**src/rtl/x_bank_pkg.sv**
```systemverilog
// Shared parameter defaults and controller state encoding for the multi-channel SPI SRAM bank controller.
package x_bank_pkg;
    localparam int NUM_CH_DEF = 16;
    localparam int ADDR_W_DEF = 13;
    localparam int DATA_W_DEF = 8;
    localparam int TO_W_DEF   = 16;

    typedef enum logic [1:0] {
        ST_IDLE = 2'd0,
        ST_BUSY = 2'd1,
        ST_RESP = 2'd2
    } state_t;
endpackage

```
**src/rtl/x_bank_lane.sv**
```systemverilog
// One channel's accept / completion / read-data tracker; state updates on the clock edge after its inputs.
// Handshake bits are only honoured while busy, so stray pulses in idle or response phases are dropped.
module x_bank_lane
    import x_bank_pkg::*;
#(
    parameter int DATA_W = DATA_W_DEF
) (
    input  logic              clk,
    input  logic              rst_n,
    input  logic              start,
    input  logic              start_mask,
    input  logic              busy,
    input  logic              abort,
    input  logic              mask,
    input  logic              rd_n_wr,
    input  logic              accept,
    input  logic              ready,
    input  logic [DATA_W-1:0] ch_data,
    output logic              pend,
    output logic              done,
    output logic              hit,
    output logic [DATA_W-1:0] lane_data
);
    logic take;
    logic accepted;

    // A targeted lane with no pending request has already been accepted this command.
    assign take     = busy && pend && accept;
    assign accepted = (mask && !pend) || take;
    assign hit      = busy && mask && ready && accepted && !done;

    always_ff @(posedge clk or negedge rst_n) begin
        if (!rst_n) begin
            pend      <= 1'b0;
            done      <= 1'b0;
            lane_data <= '0;
        end else if (start) begin
            pend      <= start_mask;
            done      <= 1'b0;
            lane_data <= '0;
        end else if (busy) begin
            if (take || abort) begin
                pend <= 1'b0;
            end
            if (hit) begin
                done <= 1'b1;
                if (rd_n_wr) begin
                    lane_data <= ch_data;
                end
            end
        end
    end
endmodule

```
**src/rtl/x_bank_ctrl.sv**
```systemverilog
// Broadcasts one read/write command to a masked set of SRAM channels and gathers a combined response.
// Min latency 2 cycles command-to-response; response held until i_rsp_ready, new command accepted only in IDLE.
module x_bank_ctrl
    import x_bank_pkg::*;
#(
    parameter int NUM_CH = NUM_CH_DEF,
    parameter int ADDR_W = ADDR_W_DEF,
    parameter int DATA_W = DATA_W_DEF,
    parameter int TO_W   = TO_W_DEF
) (
    input  logic                     i_clk,
    input  logic                     i_rst,
    input  logic                     i_cmd_valid,
    output logic                     o_cmd_ready,
    input  logic                     i_cmd_rd_n_wr,
    input  logic [ADDR_W-1:0]        i_cmd_addr,
    input  logic [DATA_W-1:0]        i_cmd_wdata,
    input  logic [NUM_CH-1:0]        i_cmd_mask,
    output logic                     o_rsp_valid,
    input  logic                     i_rsp_ready,
    output logic [NUM_CH*DATA_W-1:0] o_rsp_rdata,
    output logic [NUM_CH-1:0]        o_rsp_done,
    output logic [NUM_CH-1:0]        o_rsp_mismatch,
    output logic                     o_rsp_timeout,
    output logic [NUM_CH-1:0]        o_valid,
    input  logic [NUM_CH-1:0]        i_accept,
    output logic                     o_rd_n_wr,
    output logic [ADDR_W-1:0]        o_addr,
    output logic [DATA_W-1:0]        o_wdata,
    input  logic [NUM_CH-1:0]        i_ready,
    input  logic [NUM_CH*DATA_W-1:0] i_rdata
);
    state_t              state;
    logic                cmd_rd_n_wr;
    logic [ADDR_W-1:0]   cmd_addr;
    logic [DATA_W-1:0]   cmd_wdata;
    logic [NUM_CH-1:0]   cmd_mask;
    logic [TO_W-1:0]     to_cnt;
    logic [TO_W-1:0]     to_next;
    logic                rsp_timeout;
    logic                capture;
    logic                busy;
    logic                expire;
    logic [NUM_CH-1:0]   pend;
    logic [NUM_CH-1:0]   done;
    logic [NUM_CH-1:0]   hit;
    logic [DATA_W-1:0]   lane_data [NUM_CH];
    logic                found;
    logic [DATA_W-1:0]   ref_data;
    logic [NUM_CH-1:0]   mismatch;

    assign capture = (state == ST_IDLE) && i_cmd_valid;
    assign busy    = (state == ST_BUSY);
    assign to_next = to_cnt + TO_W'(1);
    assign expire  = busy && (&to_next);

    for (genvar g = 0; g < NUM_CH; g++) begin : g_lane
        x_bank_lane #(.DATA_W(DATA_W)) u_lane (
            .clk        (i_clk),
            .rst_n      (i_rst),
            .start      (capture),
            .start_mask (i_cmd_mask[g]),
            .busy       (busy),
            .abort      (expire),
            .mask       (cmd_mask[g]),
            .rd_n_wr    (cmd_rd_n_wr),
            .accept     (i_accept[g]),
            .ready      (i_ready[g]),
            .ch_data    (i_rdata[g*DATA_W +: DATA_W]),
            .pend       (pend[g]),
            .done       (done[g]),
            .hit        (hit[g]),
            .lane_data  (lane_data[g])
        );
    end

    // Reference for mismatch is the lowest-indexed lane that completed.
    always_comb begin
        found    = 1'b0;
        ref_data = '0;
        mismatch = '0;
        for (int i = 0; i < NUM_CH; i++) begin
            if (done[i] && !found) begin
                found    = 1'b1;
                ref_data = lane_data[i];
            end
        end
        for (int i = 0; i < NUM_CH; i++) begin
            mismatch[i] = cmd_rd_n_wr && done[i] && (lane_data[i] != ref_data);
        end
    end

    always_comb begin
        o_rsp_rdata = '0;
        for (int i = 0; i < NUM_CH; i++) begin
            o_rsp_rdata[i*DATA_W +: DATA_W] = lane_data[i];
        end
    end

    always_ff @(posedge i_clk or negedge i_rst) begin
        if (!i_rst) begin
            state       <= ST_IDLE;
            cmd_rd_n_wr <= 1'b0;
            cmd_addr    <= '0;
            cmd_wdata   <= '0;
            cmd_mask    <= '0;
            to_cnt      <= '0;
            rsp_timeout <= 1'b0;
        end else begin
            case (state)
                ST_IDLE: begin
                    if (i_cmd_valid) begin
                        cmd_rd_n_wr <= i_cmd_rd_n_wr;
                        cmd_addr    <= i_cmd_addr;
                        cmd_wdata   <= i_cmd_wdata;
                        cmd_mask    <= i_cmd_mask;
                        to_cnt      <= '0;
                        rsp_timeout <= 1'b0;
                        state       <= (i_cmd_mask == '0) ? ST_RESP : ST_BUSY;
                    end
                end
                ST_BUSY: begin
                    to_cnt <= to_next;
                    // Timeout wins even if the last lane completes on the same edge.
                    if (&to_next) begin
                        rsp_timeout <= 1'b1;
                        state       <= ST_RESP;
                    end else if ((done | hit) == cmd_mask) begin
                        state <= ST_RESP;
                    end
                end
                ST_RESP: begin
                    if (i_rsp_ready) begin
                        state <= ST_IDLE;
                    end
                end
                default: state <= ST_IDLE;
            endcase
        end
    end

    assign o_cmd_ready    = (state == ST_IDLE);
    assign o_rsp_valid    = (state == ST_RESP);
    assign o_rsp_done     = done;
    assign o_rsp_mismatch = mismatch;
    assign o_rsp_timeout  = rsp_timeout;
    assign o_valid        = pend;
    assign o_rd_n_wr      = cmd_rd_n_wr;
    assign o_addr         = cmd_addr;
    assign o_wdata        = cmd_wdata;
endmodule

```
**config.mk**
```make
export PLATFORM = sky130hd
export DESIGN_NAME = x_bank_ctrl
export DESIGN_NICKNAME = d
export VERILOG_FILES = /design/src/rtl/x_bank_pkg.sv /design/src/rtl/x_bank_lane.sv /design/src/rtl/x_bank_ctrl.sv
export SDC_FILE = /design/constraint.sdc
export NUM_CORES = 1
export LEC_CHECK = 0
export CAP_MARGIN = 10
export CORE_AREA = 4 4 170 172
export CTS_CLUSTER_DIAMETER = 80
export CTS_CLUSTER_SIZE = 24
export DETAILED_ROUTE_END_ITERATION = 6
export DIE_AREA = 0 0 174 176
export PLACE_DENSITY = 0.8
export SLEW_MARGIN = 20
export SYNTH_ARGS = -nofsm -noshare
export SYNTH_HDL_FRONTEND = slang
export SYNTH_SLANG_ARGS = --single-unit
export TNS_END_PERCENT = 100
```
**constraint.sdc**
```tcl
create_clock -name i_clk -period 4.4 [get_ports i_clk]
set_input_delay 1.1 -clock i_clk [delete_from_list [all_inputs] [get_ports i_clk]]
set_output_delay 1.1 -clock i_clk [all_outputs]
set_load 0.05 [all_outputs]
```
==> qor.yml <==
status: "finished with violations"
failed_checks: "setup timing"
r2r-end: "g_lane[13].u_lane.pend"
drt.antenna.violating_nets: 0
finalMaxSlewViolations: 0
syn_avg_cell_area_sq_um: 7.99
crit_top_cell: "buf_6"
wl_per_cell_um: 23.1
dr.pass1.iters: 5
syn-num-nets: 1830
synth_ff_type: "dfrtp_1"
maxClockFrequency_mhz: 202
via_count: 14600
yosysTopAreaCell: "dfrtp_1"
hp-start: "o_addr[11]"
layout_setup_ws_ns: -0.538
clk_latency_ns: 0.50
grt_max_degree: 93
reg2reg_from: "to_cnt[1]"
seqCellArea_sq_mm: 0.00543
cts_max_path_buffers: 3
io_pins: 403
worstPathArrival_ns: 3.84
portBuffers: 401
crit_family: "simple AND/OR/NAND/NOR gates"
finalCriticalPeriod_ns: 4.94
worst_pin_slew_ns: 1.07
netlist_top_cells_area: "dfrtp_1 42%, nand2_1 12%, o21ai_0 7.3%"
synthTopCellsByCount: "431 x nand2_1, 217 x dfrtp_1, 189 x o21ai_0"
cp.buffers_inverters: 5
synth_warnings: 0
critPathMaxStageDelay_ns: 0.59
totalWireLength_um: 56000
nNetsFinal: 2274
place_area_sq_mm: 0.0181
endpoint_kind: "primary output"
path_clk_slew_ns: 0.10
cap_violations: 0
fill_cells: 2171
core_area_sq_mm: 0.0275
area_growth_pct: 49.9
drive_above_1_share_pct: 15.5
path_max_fanout: 5
min_path_type: "flop to flop"
grt_pass1_vias: 14400
crit_required_ns: 3.30
cpMaxStageDelayCell: "or4_4"
rsz0062_at_grt: "yes"
hold_violations: 0
vdd_drop_max_mv: 0.247
ys_ff_latch: 217
num_rows: 61
antenna_found_initial: 0
fin_skew_ns: 0.0298
die_w_um: 174
cts_tree: "yes"
fin_crit_sh_pct: 112
yosysUniqueCellTypes: 75
synth_top_cell_area_share_pct: 41.8
crit_chain: "or4_4, buf_6, nor3_4, buf_6, a22oi_2, o221a_2, o41ai_4, a22o_4, buf_12, xor2_2, nor4_2, buf_4, a31oi_4, buf_8"
place.gp.congestion: 0.989
grt_pass1_wl_um: 84600
dp_slack_ns: -0.0920
synthMostInstantiatedCell: "nand2_1"
dieArea_sq_mm: 0.0306
antenna_cells: 0
path_class: "flop to primary output"
synthArstFlopShare_pct: 100
drt_iter0_markers: 1506
grt_util_all_layers_pct: 34.9
syn_inst: 1626
initial_core_util_pct: 47.3
startpoint_type: "flop"
max_slew_margin_pct: 28.4
post_drt_via_cell_ratio: 6.02
power_density_mw_per_mm2: 183
min_to: "o_addr[11]"
htree_levels: 1
cts_made_buffers: 13
holdWs_ns: 0.488
die_y_um: 176
stdcell_area_sq_mm: 0.0195
cellLeakagePower_nw: 8.26
synth-seq-area-share_pct: 41.8
cts_root_buffer: "clkbuf_16"
cts_num_sinks: 217
synth_edf_count: 0
holdPathStages: 2
r2r_cells: 11
dp_hpwl_um: 42400
multi_input_area_sq_mm: 0.00755
syn_area_sq_mm: 0.0130
rrSetupSlack_ns: 1.51
setup_tns_ns: -7.22
grt-ovfl-total: 0
drc_errors: 0
setup_viol: 15
[per-layer routing]
layer	global-route usage (%)	wire [um]
met2	57.5	26500
met4	11.4	1940
met1	46.5	22400
met3	7.26	5170
met5	0	0
[timing repair]
| item | in CTS | in global routing |
|---|---|---|
| gates resized for setup | 97 | 43 |
| setup endpoints to repair | 15 | 15 |
| hold buffers | 0 | 0 |
| pin swaps | 37 | 41 |
| setup buffers | 13 | 8 |
| gates cloned | 6 | 0 |
[through the flow]
step                      instances  util [%]  power, mW
after global placement         2376      66.0       2.28
after floorplan                1626         -       2.04
after detailed placement       2376      66.0       2.28
final                          2421      70.8       3.56
after global routing           2421      70.8       3.67
after CTS                      2415      69.8       3.58
[cell families (layout without fill, tap and decap cells)]
kind of cell	Yosys count	after routing	synth area share, %
AOI/OAI and AO/OA	436	439	21.7
xor gates and xnor gates	88	88	5.94
adders and majority gates	2	2	0.193
buffers and inverters	177	623	6.27
DFF	217	217	41.8
muxes	13	13	1.02
other	1	1	0.0289
and+or+nand+nor	692	692	23.1
[worst register-to-register path, cell delays in order (launching register included)]
cell     delay [ns]
dfrtp_1        0.44
ha_1           0.27
nand3_1        0.15
nor2_1         0.34
and3_1         0.27
nand3_1        0.11
nor2_1         0.26
xnor2_1        0.10
nor3_1         0.19
buf_4          0.26
o21ai_0        0.12
a31o_2         0.27
[worst max path at each step]
stage                                      from                  to  depth (start not counted)
after floorplan           g_lane[5].u_lane.done  o_rsp_mismatch[13]                         12
after global placement    g_lane[0].u_lane.done   o_rsp_mismatch[3]                         13
after detailed placement  g_lane[1].u_lane.done   o_rsp_mismatch[1]                         12
after CTS                 g_lane[0].u_lane.done   o_rsp_mismatch[3]                         15
after global routing      g_lane[3].u_lane.done   o_rsp_mismatch[3]                         14
final                     g_lane[3].u_lane.done   o_rsp_mismatch[3]                         14
[area by class of cell]
cell class | count | area share, %
Multi-Input combinational cell | 1235 | 38.8
Timing Repair Buffer | 563 | 28.3
Sequential cell | 217 | 27.9
Tap cell | 346 | 2.22
Clock buffer | 15 | 1.71
Inverter | 40 | 0.772
Clock inverter | 5 | 0.334
[power by group]
part           internal [mW]        switching [mW]  total, mW
registers               1.99  0.000000000000000211       1.99
logic                  0.163                0.0827      0.246
clock network          0.617                 0.706       1.32
total                   2.77                 0.789       3.56
[cells in the final DEF (no fill, tap or decap), drive strengths merged, types with 26 or more instances in the layout]
master         synthesis  layout
nand2                431     431
clkdlybuf4s50          0     385
dfrtp                217     217
o21ai                192     192
buf                   59     178
nor2                  97      97
xor2                  58      58
a21oi                 45      45
nor3                  41      41
inv                   39      40
o211ai                31      31
xnor2                 30      30
nor4                  26      26
[sequential cells by signal, indices dropped and copies added, names as in the netlist]
| name | cells |
|---|---|
| state | 2 |
| g_lane.u_lane.lane_data | 128 |
| g_lane.u_lane.done | 16 |
| cmd_mask | 16 |
| o_wdata | 8 |
| to_cnt | 16 |
| o_addr | 13 |
| o_rsp_timeout | 1 |
| o_rd_n_wr | 1 |
| g_lane.u_lane.pend | 16 |
Note: power is estimated with default switching activity, not from simulation.
